<file path="config.mk">
export PLATFORM = sky130hd
export DESIGN_NAME = sdram_rd_burst_ctrl
export DESIGN_NICKNAME = d
export VERILOG_FILES = /design/src/rtl/sdram_rd_burst_ctrl.sv
export SDC_FILE = /design/constraint.sdc
export NUM_CORES = 1
export LEC_CHECK = 0
export CORE_MARGIN = 2
export CORE_UTILIZATION = 55
export CTS_CLUSTER_SIZE = 25
export DETAILED_ROUTE_END_ITERATION = 10
export PLACE_DENSITY = 0.82
export SLEW_MARGIN = 10
export SYNTH_ARGS = -nofsm -noshare
export SYNTH_HDL_FRONTEND = slang
export SYNTH_SLANG_ARGS = --single-unit
export TNS_END_PERCENT = 20
</file>
<file path="constraint.sdc">
create_clock -name sys_clk -period 7 [get_ports sys_clk]
set_input_delay 1.4 -clock sys_clk [delete_from_list [all_inputs] [get_ports sys_clk]]
set_output_delay 1.4 -clock sys_clk [all_outputs]
set_load 0.005 [all_outputs]
</file>
<file path="src/rtl/sdram_rd_burst_ctrl.sv">
// sdram_rd_burst_ctrl
//   Read-burst engine between the SDRAM arbiter and the command/DQ mux.
//   Accepts one {bank,row,col} + length request and issues
//   ACTIVE / READ / BURST_TERMINATE / PRECHARGE per row segment. Requests
//   that run past the end of a page are split into one segment per row,
//   with the row carrying into the bank and the bank wrapping to zero.
//
// Ports
//   sys_clk, sys_rst_n   clock, asynchronous active-low reset
//   init_end             SDRAM init complete; requests ignored while low
//   rd_req               request from the arbiter, held until rd_ack
//   rd_addr, rd_len      start address {bank,row,col} and word count
//   rd_sdram_data        SDRAM DQ input
//   rd_ack               one-cycle pulse when the request is latched
//   rd_busy              high from the ack cycle through the done cycle
//   rd_done              one-cycle pulse once all words are returned
//   rd_data_valid/out    returned words, in ascending address order
//   rd_sdram_cmd         {cs_n,ras_n,cas_n,we_n}
//   rd_sdram_addr/bank   SDRAM address and bank buses
module sdram_rd_burst_ctrl #(
  parameter int DQ_W   = 16,
  parameter int COL_W  = 9,
  parameter int ROW_W  = 12,
  parameter int BANK_W = 2,
  parameter int LEN_W  = 10,
  parameter int CL     = 3,
  parameter int TRCD   = 3,
  parameter int TRP    = 2
) (
  input  logic                            sys_clk,
  input  logic                            sys_rst_n,
  input  logic                            init_end,
  input  logic                            rd_req,
  input  logic [BANK_W+ROW_W+COL_W-1:0]   rd_addr,
  input  logic [LEN_W-1:0]                rd_len,
  input  logic [DQ_W-1:0]                 rd_sdram_data,
  output logic                            rd_ack,
  output logic                            rd_busy,
  output logic                            rd_done,
  output logic                            rd_data_valid,
  output logic [DQ_W-1:0]                 rd_data_out,
  output logic [3:0]                      rd_sdram_cmd,
  output logic [ROW_W-1:0]                rd_sdram_addr,
  output logic [BANK_W-1:0]               rd_sdram_bank
);

  localparam logic [3:0] CMD_NOP  = 4'b0111;
  localparam logic [3:0] CMD_ACT  = 4'b0011;
  localparam logic [3:0] CMD_READ = 4'b0101;
  localparam logic [3:0] CMD_BST  = 4'b0110;
  localparam logic [3:0] CMD_PRE  = 4'b0010;

  localparam int AW = BANK_W + ROW_W + COL_W;
  localparam int PW = BANK_W + ROW_W;
  localparam int SW = (LEN_W > COL_W + 1) ? LEN_W : COL_W + 1;

  typedef enum logic [3:0] {
    IDLE, ACT, TRCD_W, RD, BURST, DRAIN, PRE, TRP_W, DONE
  } state_t;

  state_t             state, state_nxt;
  logic [PW-1:0]      page_r, page_nxt;
  logic [COL_W-1:0]   col_r, col_nxt;
  logic [SW-1:0]      rem_r, rem_nxt;
  logic [SW-1:0]      cnt_r, cnt_nxt;
  logic [SW-1:0]      page_left, seg;
  logic               win_r, win_nxt;
  logic [CL-1:0]      win_d;
  logic               accept, seg_end;
  logic               ack_nxt, busy_nxt, done_nxt;
  logic [3:0]         cmd_nxt;
  logic [ROW_W-1:0]   addr_nxt;
  logic [BANK_W-1:0]  bank_nxt;

  assign accept    = rd_req && init_end;
  assign page_left = (SW'(1) << COL_W) - SW'(col_r);
  assign seg       = (rem_r < page_left) ? rem_r : page_left;

  // Next state plus the registered values of every output for the next
  // cycle. The state register holds the phase whose command is currently
  // on the bus, so outputs are decoded from state_nxt.
  always_comb begin
    state_nxt = state;
    page_nxt  = page_r;
    col_nxt   = col_r;
    rem_nxt   = rem_r;
    cnt_nxt   = cnt_r;
    ack_nxt   = 1'b0;
    seg_end   = 1'b0;

    case (state)
      IDLE, DONE: begin
        state_nxt = IDLE;
        if (accept) begin
          ack_nxt  = 1'b1;
          page_nxt = rd_addr[AW-1:COL_W];
          col_nxt  = rd_addr[COL_W-1:0];
          rem_nxt  = SW'(rd_len);
          // A zero-length request parks one silent cycle in TRP_W so that
          // rd_done follows the ack by exactly one cycle.
          if (rd_len == '0) begin
            state_nxt = TRP_W;
            cnt_nxt   = '0;
          end else begin
            state_nxt = ACT;
          end
        end
      end
      ACT: begin
        if (TRCD == 1) begin
          state_nxt = RD;
        end else begin
          state_nxt = TRCD_W;
          cnt_nxt   = SW'(TRCD - 2);
        end
      end
      TRCD_W: begin
        if (cnt_r == '0) state_nxt = RD;
        else             cnt_nxt   = cnt_r - SW'(1);
      end
      // BURST spans the seg cycles after READ; its last cycle carries BST.
      RD: begin
        state_nxt = BURST;
        cnt_nxt   = seg - SW'(1);
        rem_nxt   = rem_r - seg;
      end
      BURST: begin
        if (cnt_r == '0) begin
          state_nxt = DRAIN;
          cnt_nxt   = SW'(CL - 2);
        end else begin
          cnt_nxt = cnt_r - SW'(1);
        end
      end
      DRAIN: begin
        if (cnt_r == '0) state_nxt = PRE;
        else             cnt_nxt   = cnt_r - SW'(1);
      end
      PRE: begin
        if (TRP == 1) begin
          seg_end = 1'b1;
        end else begin
          state_nxt = TRP_W;
          cnt_nxt   = SW'(TRP - 2);
        end
      end
      TRP_W: begin
        if (cnt_r == '0) seg_end = 1'b1;
        else             cnt_nxt = cnt_r - SW'(1);
      end
      default: state_nxt = IDLE;
    endcase

    // Next segment starts at column 0 of the following row; incrementing
    // the combined {bank,row} gives the row-to-bank carry and bank wrap.
    if (seg_end) begin
      if (rem_r != '0) begin
        state_nxt = ACT;
        page_nxt  = page_r + PW'(1);
        col_nxt   = '0;
      end else begin
        state_nxt = DONE;
      end
    end

    cmd_nxt  = CMD_NOP;
    addr_nxt = '1;
    bank_nxt = '1;
    busy_nxt = (state_nxt != IDLE);
    done_nxt = (state_nxt == DONE);
    win_nxt  = 1'b0;

    // win marks the cycles in which a column is being read (READ up to the
    // cycle before BST); delayed by CL it becomes the DQ capture strobe.
    case (state_nxt)
      ACT: begin
        cmd_nxt  = CMD_ACT;
        addr_nxt = page_nxt[ROW_W-1:0];
        bank_nxt = page_nxt[PW-1:ROW_W];
      end
      RD: begin
        cmd_nxt  = CMD_READ;
        addr_nxt = ROW_W'(col_nxt);
        bank_nxt = page_nxt[PW-1:ROW_W];
        win_nxt  = 1'b1;
      end
      BURST: begin
        if (cnt_nxt == '0) cmd_nxt = CMD_BST;
        else               win_nxt = 1'b1;
      end
      PRE: begin
        cmd_nxt  = CMD_PRE;
        bank_nxt = page_nxt[PW-1:ROW_W];
      end
      default: ;
    endcase
  end

  always_ff @(posedge sys_clk or negedge sys_rst_n) begin
    if (!sys_rst_n) begin
      state         <= IDLE;
      page_r        <= '0;
      col_r         <= '0;
      rem_r         <= '0;
      cnt_r         <= '0;
      win_r         <= 1'b0;
      rd_ack        <= 1'b0;
      rd_busy       <= 1'b0;
      rd_done       <= 1'b0;
      rd_sdram_cmd  <= CMD_NOP;
      rd_sdram_addr <= '1;
      rd_sdram_bank <= '1;
    end else begin
      state         <= state_nxt;
      page_r        <= page_nxt;
      col_r         <= col_nxt;
      rem_r         <= rem_nxt;
      cnt_r         <= cnt_nxt;
      win_r         <= win_nxt;
      rd_ack        <= ack_nxt;
      rd_busy       <= busy_nxt;
      rd_done       <= done_nxt;
      rd_sdram_cmd  <= cmd_nxt;
      rd_sdram_addr <= addr_nxt;
      rd_sdram_bank <= bank_nxt;
    end
  end

  // Word k of a segment is on DQ in cycle READ+CL+k; capture it at the end
  // of that cycle so rd_data_valid appears one cycle later, gap-free.
  always_ff @(posedge sys_clk or negedge sys_rst_n) begin
    if (!sys_rst_n) begin
      win_d         <= '0;
      rd_data_valid <= 1'b0;
      rd_data_out   <= '0;
    end else begin
      win_d         <= {win_d[CL-2:0], win_r};
      rd_data_valid <= win_d[CL-1];
      if (win_d[CL-1]) rd_data_out <= rd_sdram_data;
    end
  end

endmodule

</file>
==> flow_metrics.env, run 1 <==
export IMPL_setup_worst_path_start_class="flop"
export IMPL_peakVddDrop_mv=0.122
export IMPL_yosysWarnings=0
export IMPL_avgSynthCellArea_sq_um=8.57
export IMPL_worstPathMaxFanout=12
export IMPL_grt_pass1_wl_microns=25200
export IMPL_diodes=0
export IMPL_ys_seq_area_share_pct=38.9
export IMPL_r2r_start="col_r[6]$_DFF_PN0_"
export IMPL_crit_start="col_r[6]$_DFF_PN0_"
export IMPL_ys_seq_elements=88
export IMPL_grt_max_degree=89
export IMPL_worstHoldStart="win_d[0]$_DFF_PN0_"
export IMPL_mostFrequentLayoutCell="clkdlybuf4s50_1"
export IMPL_worstMarginPinSlew_ns=1.17
export IMPL_postSynthCellCount=666
export IMPL_p_per_area_nw_per_um2=129
export IMPL_routabilityCongestion=0.936
export IMPL_syn_nets=735
export IMPL_async_flop_share_pct=100
export IMPL_final_setup_worst_slack_ns=1.14
export IMPL_firstDrtPassIters=5
export IMPL_end_kind="flop"
export IMPL_skew_ns=0.0126
export IMPL_maxSlewViolCount=0
export IMPL_synth_top_area_share_pct=31.1
export IMPL_hold_viol=0
export IMPL_synth_cell_types=79
export IMPL_pre_cts_slack_ns=1.22
export IMPL_hold_class="reg -> reg"
export IMPL_clkSinkCount=88
export IMPL_cp_top_family="compound AO/OA/AOI/OAI gates"
export IMPL_drt_iter0_drc=487
export IMPL_yosys_top_cells_area="dfrtp_1, dfstp_2, nand2_1"
export IMPL_finalSetupTns_ns=0
export IMPL_grt_pass1_vias=5118
export IMPL_drive_gt1_share_pct=8.98
export IMPL_postLayoutCoreUtil_pct=66.7
export IMPL_post_route_drc_count=0
export IMPL_p_leak_nw=2.71
export IMPL_timing_fmax_mhz=171
export IMPL_start_util_pct=56.1
export IMPL_cts_root_buf="clkbuf_8"
export IMPL_clkLatencyLatePin_ns=0.38
export IMPL_cts_buffers=9
export IMPL_post_cts_setup_buffers=0
export IMPL_relSlewSlack_pct=21.6
export IMPL_clkTransAtPathRegs_ns=0.09
export IMPL_ctsResizeCount=0
export IMPL_path_cells="or4_4, nor3_1, inv_1, ha_1, o31ai_1, a211oi_1, a41o_1, a21o_1, mux2i_1, ha_1, o211ai_1, o21bai_1, nand3_1, o21ai_0, o31ai_1, or4_1, nor4_2, a32oi_1"
export IMPL_min_period_ns=5.86
export IMPL_crit_buf_inv=1
export IMPL_cts_tree="done"
export IMPL_via_per_inst=6.08
export IMPL_status="completed"
export IMPL_antenna_found_initial=0
export IMPL_synth_top_flop_cell="dfrtp_1"
export IMPL_required_ns=7.29
export IMPL_rsz0062_at_grt="false"
export IMPL_die_w_microns=106
export IMPL_setup_violations=0
export IMPL_drv_cap=0
export IMPL_die_h_microns=106
export IMPL_dieArea_sq_um=11200
export IMPL_finalPower_mw=0.875
export IMPL_crit_slowest_cell="or4_4"
export IMPL_dp_hpwl_microns=11000
export IMPL_ant_nets=0
export IMPL_final_cell_mix="clkdlybuf4s50_1, nand2_1, dfrtp_1"
export IMPL_hold_buffers=0
export IMPL_num_vias=5299
export IMPL_overflow=0
export IMPL_finalCritPeriodShare_pct=83.7
export IMPL_pin_count=91
export IMPL_core_sq_um=10200
export IMPL_arrival_ns=6.15
export IMPL_cts_buffer_depth=2
export IMPL_routed_wl_microns=15200
export IMPL_r2r_setup_slack_ns=1.14
export IMPL_wl_per_cell_microns=17.5
export IMPL_worst_path_largest_cell_delay_ns=0.59
export IMPL_synth_edff_count=0
export IMPL_syn_to_final_growth_pct=19.1
export IMPL_final_nets=799
export IMPL_num_rows=37
export IMPL_critPathKind="reg -> reg"
export IMPL_io_buffers=89
export IMPL_grt_usage_pct=28.3
export IMPL_syn_area_sq_um=5710
export IMPL_cts_htree_levels=3
export IMPL_synth_top_area_cell="dfrtp_1"
[sequential cells by signal (all words and copies together), names as in the netlist]
register       count
cnt_r             10
col_r              9
page_r            14
rd_ack             1
rd_busy            1
rd_data_out       16
rd_data_valid      1
rd_done            1
rd_sdram_addr     12
rd_sdram_bank      2
rd_sdram_cmd       3
rem_r             10
state              4
win_d              3
win_r              1
[report_power, final]
| group | switching [mW] | internal [mW] | leakage [nW] |
|---|---|---|---|
| logic | 0.0156 | 0.0255 | 1.54 |
| clock network | 0.187 | 0.138 | 0.0930 |
| registers | 0 | 0.508 | 1.08 |
| total | 0.203 | 0.672 | 2.71 |
[path summary, 6_finish.rpt]
check,to,cells after the start
worst max-delay path,rd_sdram_cmd[0]$_DFF_PN1_,18
min in group asynchronous,state[2]$_DFF_PN0_,1
max in group asynchronous,rem_r[5]$_DFFE_PN0P_,1
worst min-delay path,win_d[1]$_DFF_PN0_,0
worst max register to register,rd_sdram_cmd[0]$_DFF_PN1_,18
worst min register to register,win_d[1]$_DFF_PN0_,0
[routing by layer]
metal | track usage [%] | part of all wire [%] | vias to the layer above
li1 | - | - | 2538
met1 | 37.9 | 45 | 2540
met2 | 46.3 | 47 | 204
met3 | 6.43 | 6.4 | 17
met4 | 7.89 | 1.1 | 0
met5 | 0 | 0 | -
[worst reg2reg max path, delay by kind of cell, from the launching register on]
family / cells / cell delay (ns)
buf+inv: 1 / 0.09
flops: 1 / 0.50
fa+ha+maj: 2 / 0.70
mux: 1 / 0.37
compound gates: 9 / 2.10
simple gates: 5 / 2.03
[logic make-up after synthesis]
| logic type | share of synthesized area, % |
|---|---|
| XOR/XNOR | 3.68 |
| other | 0.0657 |
| adder cells (fa/ha/maj) | 3.81 |
| AO/OA/AOI/OAI | 22.7 |
| flip-flops | 38.9 |
| multiplexers | 4.91 |
| buffers and inverters | 4.97 |
| AND/OR/NAND/NOR | 21.0 |
[Yosys cell counts, types with 3 or more instances]
cell type   n
o22ai_1    12
nand3_1    17
o311ai_0    3
nor2_1     68
nor3b_1     3
nand4_1     3
and2_1      4
nor4_1      5
o221ai_1    3
clkbuf_1   26
o31ai_1    11
buf_1       3
o211ai_1    6
a31oi_1     3
dfstp_2    17
a22oi_1     3
o21ai_1     4
nand2_1    77
xor2_1      5
o21a_1      4
ha_1       15
dfrtp_1    71
a21oi_1    47
mux2i_1    10
mux2_2     16
o21bai_1    6
a21o_1      9
nor2b_1     3
or3_1       8
buf_2       8
xnor2_1    19
inv_1      26
o21ai_0    38
and3_1      8
a211oi_1   14
nor3_1     27
nand2b_1    5
o31a_1      5
[stage by stage]
step / hold slack [ns] / instance area (sq um) / cells
after detailed placement: 0.340 / 6620 / 855
after global routing: 0.357 / 6800 / 871
after floorplan: 0.331 / 5710 / 666
after global placement: 0.338 / 6620 / 855
after CTS: 0.364 / 6800 / 871
final: 0.353 / 6800 / 871
[area by class of cell]
class                      count  area (sq um)
sequential                    88          2220
fill                         839          3390
clock buffer                  11           141
clock inverter                 5          32.5
timing repair buffer          93           918
inverter                      28           105
tap                          136           170
multi-input combinational    510          3210
Note: power is estimated with default switching activity, not from simulation.
==> run 2, diff against run 1 <==
--- a/config.mk
+++ b/config.mk
@@ -6,10 +6,10 @@
 export NUM_CORES = 1
 export LEC_CHECK = 0
 export CORE_MARGIN = 2
-export CORE_UTILIZATION = 55
+export CORE_UTILIZATION = 49
 export CTS_CLUSTER_SIZE = 25
 export DETAILED_ROUTE_END_ITERATION = 10
-export PLACE_DENSITY = 0.82
+export PLACE_DENSITY = 0.77
 export SLEW_MARGIN = 10
 export SYNTH_ARGS = -nofsm -noshare
 export SYNTH_HDL_FRONTEND = slang
==> constraint.sdc (replaced) <==
create_clock -name sys_clk -period 5.3 [get_ports sys_clk]
set_input_delay 1.06 -clock sys_clk [delete_from_list [all_inputs] [get_ports sys_clk]]
set_output_delay 1.06 -clock sys_clk [all_outputs]
set_load 0.005 [all_outputs]
==> run 2 against run 1 <==
Clock-buffer cell count decreased by 1. Global-route usage decreased by 2.4 points. Clock skew decreased by 0.0013 ns. Clock power increased by 89%. Cell count increased by 3.0%. Critical path depth unchanged. Combinational power increased by 34%. Via count increased by 3.8%. Setup slack got worse by 0.85 ns. Final area increased by 4.0%. Sequential power increased by 32%.
==> flow_metrics.env, run 2 (synthesis results as in run 1) <==
export IMPL_cts_htree_levels=3
export IMPL_end_kind="flop"
export IMPL_clkTransAtPathRegs_ns=0.07
export IMPL_cts_buffer_depth=2
export IMPL_final_nets=818
export IMPL_r2r_setup_slack_ns=0.29
export IMPL_antenna_found_initial=0
export IMPL_core_sq_um=11400
export IMPL_regMostFlops="rd_data_out"
export IMPL_crit_end="rd_sdram_cmd[0]$_DFF_PN1_"
export IMPL_crit_buf_inv=1
export IMPL_skew_ns=0.0113
export IMPL_path_cells="or4_4, nor3_1, inv_1, ha_1, o31ai_1, a211oi_2, a41o_2, a21o_1, mux2i_1, ha_1, o211ai_1, o21bai_1, nand3_1, o21ai_0, o31ai_1, or4_1, nor4_2, a32oi_1"
export IMPL_syn_to_final_growth_pct=23.9
export IMPL_cp_top_family="simple AND/OR/NAND/NOR gates"
export IMPL_status="completed"
export IMPL_required_ns=5.55
export IMPL_num_rows=39
export IMPL_arrival_ns=5.26
export IMPL_clkSinkCount=88
export IMPL_num_vias=5502
export IMPL_place_area_sq_um=6750
export IMPL_final_cell_mix="clkdlybuf4s50_1, nand2_1, dfrtp_1"
export IMPL_cts_buffers=9
export IMPL_wl_per_cell_microns=18.3
export IMPL_p_per_area_nw_per_um2=190
export IMPL_setup_violations=0
export IMPL_clkLatencyLatePin_ns=0.35
export IMPL_worst_path_largest_cell_delay_ns=0.56
export IMPL_finalSetupTns_ns=0
export IMPL_diodes=0
export IMPL_grt_max_degree=89
export IMPL_timing_fmax_mhz=200
export IMPL_finalCritPeriodShare_pct=94.5
export IMPL_largest_register_ffs=16
export IMPL_met3RoutedLength_microns=1220
export IMPL_relSlewSlack_pct=26.1
export IMPL_grt_pass1_wl_microns=26300
export IMPL_p_leak_nw=2.86
export IMPL_peakVddDrop_mv=0.197
export IMPL_cts_tree="done"
export IMPL_r2r_start="col_r[4]$_DFF_PN0_"
export IMPL_routed_wl_microns=16400
export IMPL_cts_root_buf="clkbuf_16"
export IMPL_setup_worst_path_start_class="flop"
export IMPL_crit_start="col_r[4]$_DFF_PN0_"
export IMPL_crit_slowest_cell="or4_1"
export IMPL_min_period_ns=5.01
export IMPL_die_w_microns=112
export IMPL_drive_gt1_share_pct=11.5
export IMPL_ant_nets=0
export IMPL_hold_viol=0
export IMPL_grt_pass1_vias=5106
export IMPL_dieArea_sq_um=12500
export IMPL_die_h_microns=112
export IMPL_firstDrtPassIters=5
export IMPL_start_util_pct=50.0
export IMPL_routabilityCongestion=0.938
export IMPL_drt_iter0_drc=437
export IMPL_r2r_end="rd_sdram_cmd[0]$_DFF_PN1_"
export IMPL_reg_top3="rd_data_out: 16 flops, page_r: 14 flops, rd_sdram_addr: 12 flops"
export IMPL_hold_buffers=0
export IMPL_maxSlewViolCount=0
export IMPL_highest_layer="met4"
export IMPL_io_buffers=89
export IMPL_mostFrequentLayoutCell="clkdlybuf4s50_1"
export IMPL_pin_count=91
export IMPL_dp_hpwl_microns=11800
export IMPL_drv_cap=0
export IMPL_post_route_drc_count=0
export IMPL_worstPathMaxFanout=9
export IMPL_overflow=0
export IMPL_critical_path_depth=18
export IMPL_wl_met2_microns=7600
export IMPL_stdcell_area_sq_um=7070
export IMPL_via_per_inst=6.13
export IMPL_critPathKind="reg -> reg"
export IMPL_grt_usage_pct=25.9
export IMPL_reg2reg_depth=18
export IMPL_m1WireLength_microns=7230
export IMPL_hold_class="reg -> reg"
export IMPL_worstMarginPinSlew_ns=1.11
-- run 2: area by class of cell --
| cell class | instances | area, sq um |
|---|---|---|
| Clock buffer | 10 | 229 |
| Clock inverter | 6 | 50.0 |
| Fill cell | 965 | 4350 |
| Inverter | 28 | 105 |
| Multi-Input combinational cell | 511 | 3230 |
| Sequential cell | 88 | 2220 |
| Tap cell | 143 | 179 |
| Timing Repair Buffer | 111 | 1050 |
-- run 2: worst min-delay path by stage --
stage,from,endpoint,depth (start not counted)
finish,win_d[1]$_DFF_PN0_,win_d[2]$_DFF_PN0_,0
global route,win_d[1]$_DFF_PN0_,win_d[2]$_DFF_PN0_,0
CTS,win_r$_DFF_PN0_,win_d[0]$_DFF_PN0_,0
detailed placement,win_r$_DFF_PN0_,win_d[0]$_DFF_PN0_,0
global placement,win_r$_DFF_PN0_,win_d[0]$_DFF_PN0_,0
floorplan,win_r$_DFF_PN0_,win_d[0]$_DFF_PN0_,0
-- run 2: repair_timing --
item	in CTS	in global routing
endpoints found under the setup margin	0	2
gates resized for setup	0	4
setup buffers	0	2
-- run 2: power by group --
part           internal (mW)  switching [mW]  total, mW
logic                 0.0338          0.0215     0.0552
registers              0.672               0      0.672
clock network          0.325           0.290      0.614
-- run 2: stage by stage --
stage | worst slack, ns | util [%] | instances | total power [mW] | hold slack, ns
6_report | 0.294 | 61.9 | 897 | 1.34 | 0.349
5_1_grt | -0.0200 | 61.9 | 897 | 1.39 | 0.361
4_1_cts | 0.243 | 61.6 | 894 | 1.35 | 0.351
3_5_place_dp | 0.268 | 59.1 | 878 | 0.740 | 0.336
3_3_place_gp | 0.387 | 59.1 | 878 | 0.739 | 0.334
2_1_floorplan | 0.383 | - | 666 | 0.686 | 0.331
-- run 2: metal layers --
metal	GRT usage (%)	vias to the layer above
met1	36.5	2622
li1	-	2591
met4	8.29	0
met2	40.8	260
met5	0	-
met3	4.79	29
-- run 2: worst register-to-register path, delay by kind of cell, from the launching register on --
family                     cells  cell delay [ns]
AOI/OAI and AO/OA              9             1.70
and+or+nand+nor                5             1.77
adders and majority gates      2             0.60
buffers and inverters          1             0.08
muxes                          1             0.30
DFF                            1             0.47
==> run 3, diff against run 2 <==
--- a/config.mk
+++ b/config.mk
@@ -5,11 +5,13 @@
 export SDC_FILE = /design/constraint.sdc
 export NUM_CORES = 1
 export LEC_CHECK = 0
+export CAP_MARGIN = 10
+export CORE_ASPECT_RATIO = 0.8
 export CORE_MARGIN = 2
-export CORE_UTILIZATION = 49
+export CORE_UTILIZATION = 55
 export CTS_CLUSTER_SIZE = 25
 export DETAILED_ROUTE_END_ITERATION = 10
-export PLACE_DENSITY = 0.77
+export PLACE_DENSITY = 0.82
 export SLEW_MARGIN = 10
 export SYNTH_ARGS = -nofsm -noshare
 export SYNTH_HDL_FRONTEND = slang
==> constraint.sdc (replaced) <==
create_clock -name sys_clk -period 4.9 [get_ports sys_clk]
set_input_delay 0.98 -clock sys_clk [delete_from_list [all_inputs] [get_ports sys_clk]]
set_output_delay 0.98 -clock sys_clk [all_outputs]
set_load 0.005 [all_outputs]
==> run 3 against run 2 <==
Non-clock buffer count up 10. Critical path type unchanged. Flip-flop and latch count did not move. Highest routed layer unchanged. Largest power group unchanged. Setup slack worse by 0.14 ns.
==> flow_metrics.env, run 3 (synthesis results as in run 1) <==
export IMPL_cts_tree="done"
export IMPL_core_sq_um=10200
export IMPL_final_cell_mix="clkdlybuf4s50_1, nand2_1, nor2_1, dfrtp_1, a21oi_1"
export IMPL_die_h_microns=95.1
export IMPL_dp_hpwl_microns=11900
export IMPL_cts_root_buf="clkbuf_16"
export IMPL_syn_to_final_growth_pct=26.2
export IMPL_pin_count=91
export IMPL_io_buffers=89
export IMPL_cts_htree_levels=3
export IMPL_cts_buffer_depth=2
export IMPL_hold_class="reg -> reg"
export IMPL_start_util_pct=56.2
export IMPL_diodes=0
export IMPL_clkLatencyLatePin_ns=0.34
export IMPL_post_route_drc_count=0
export IMPL_firstDrtPassIters=6
export IMPL_dp_cells=882
export IMPL_setup_violations=0
export IMPL_finalSetupTns_ns=0
export IMPL_stdcell_area_sq_um=7210
export IMPL_antenna_found_initial=0
export IMPL_p_leak_nw=2.90
export IMPL_hold_buffers=0
export IMPL_worstPathMaxFanout=6
export IMPL_die_w_microns=118
export IMPL_required_ns=5.13
export IMPL_wl_per_cell_microns=18.1
export IMPL_min_period_ns=4.75
export IMPL_r2r_start="col_r[7]$_DFF_PN0_"
export IMPL_worstHoldStart="win_r$_DFF_PN0_"
export IMPL_fillCellCount=776
export IMPL_drive_gt1_share_pct=14.3
export IMPL_rsz0062_at_grt="true"
export IMPL_grt_pass1_wl_microns=26600
export IMPL_crit_start="col_r[7]$_DFF_PN0_"
export IMPL_overflow=0
export IMPL_dieArea_sq_um=11200
export IMPL_relSlewSlack_pct=55.0
export IMPL_num_rows=33
export IMPL_clkTransAtPathRegs_ns=0.07
export IMPL_grt_max_degree=49
export IMPL_routed_wl_microns=16400
export IMPL_via_per_inst=6.22
export IMPL_arrival_ns=4.98
export IMPL_critPathKind="reg -> reg"
export IMPL_maxSlewViolCount=0
export IMPL_worstMarginPinSlew_ns=0.670
export IMPL_grt_pass1_vias=5231
export IMPL_final_nets=827
export IMPL_hold_viol=0
export IMPL_status="completed"
export IMPL_timing_fmax_mhz=210
export IMPL_reg_top3="rd_data_out: 16 flops, page_r: 14 flops, rd_sdram_addr: 12 flops"
export IMPL_stdcell_count=903
export IMPL_ant_nets=0
export IMPL_p_per_area_nw_per_um2=202
export IMPL_drt_iter0_drc=523
export IMPL_end_kind="flop"
export IMPL_place_area_sq_um=6810
export IMPL_grt_usage_pct=29.8
export IMPL_setup_worst_path_start_class="flop"
export IMPL_largest_register_ffs=16
export IMPL_skew_ns=0.00915
export IMPL_routabilityCongestion=0.974
export IMPL_met3RoutedLength_microns=1280
export IMPL_finalCritPeriodShare_pct=97.0
export IMPL_cts_buffers=9
export IMPL_clkSinkCount=88
export IMPL_regMostFlops="rd_data_out"
export IMPL_mostFrequentLayoutCell="clkdlybuf4s50_1"
export IMPL_num_vias=5616
export IMPL_highest_layer="met4"
export IMPL_peakVddDrop_mv=0.148
export IMPL_wl_met2_microns=7690
export IMPL_m1WireLength_microns=7110
export IMPL_drv_cap=0
[run 3: changes by cell type in the layout (fill, tap and decap cells not counted), sizes merged]
cell	before	now
inv	30	28
clkinv	3	5
a41o	2	1
buf	23	33
[run 3: timing repair]
item | in CTS | in global routing
pin swaps | 1 | 8
setup buffers | 2 | 3
endpoints found under the setup margin | 2 | 4
gates resized for setup | 2 | 16
[run 3: layout make-up]
cell class                 instances  area, sq um  share of cell area [%]
clock buffer                      10          239                    3.32
clock inverter                     6         55.1                   0.764
inverter                          28          105                    1.46
multi-input combinational        510         3280                    45.5
sequential                        88         2230                    30.9
tap                              140          175                    2.43
timing repair buffer             121         1130                    15.7
[run 3: per-layer routing]
layer / track usage [%] / vias up
met3: 6.52 / 30
met5: 0 / -
met4: 9.34 / 0
met1: 39.9 / 2698
met2: 49.1 / 276
li1: - / 2612
[run 3: worst max-delay path: stages (launching register included)]
cell,delay (ns)
dfrtp_2,0.45
or4_4,0.55
nor3_2,0.20
inv_1,0.07
ha_1,0.32
o31ai_1,0.09
a211oi_2,0.26
a41o_1,0.28
a21o_1,0.18
mux2i_2,0.25
buf_4,0.14
buf_4,0.10
inv_1,0.03
ha_1,0.20
fa_1,0.45
inv_1,0.15
o211a_1,0.15
a31oi_1,0.04
o221ai_1,0.12
a21o_1,0.21
a2111oi_2,0.10
o32ai_1,0.31
[run 3: final timing paths]
kind,to,slack [ns],depth (start not counted)
setup / recovery,rem_r[6]$_DFFE_PN0P_,0.15,21
hold / removal,win_d[0]$_DFF_PN0_,0.35,0
setup reg to reg,rem_r[6]$_DFFE_PN0P_,0.15,21
hold reg to reg,win_d[0]$_DFF_PN0_,0.35,0
max in group asynchronous,col_r[1]$_DFF_PN0_,3.23,2
min in group asynchronous,state[2]$_DFF_PN0_,0.62,1
[run 3: where the power goes]
group	switching [mW]	total [mW]	internal [mW]
clock network	0.304	0.668	0.365
registers	0	0.727	0.727
logic	0.0233	0.0603	0.0371
total	0.327	1.46	1.13
[run 3: per-stage QoR]
stage	worst slack, ns	power, mW	hold slack [ns]	util [%]
finish	0.149	1.46	0.349	71.0
CTS	0.00969	1.47	0.349	70.1
global route	-0.0500	1.51	0.355	71.0
global placement	0.226	0.800	0.333	67.0
floorplan	0.0652	0.742	0.331	-
detailed placement	0.00676	0.801	0.335	67.0
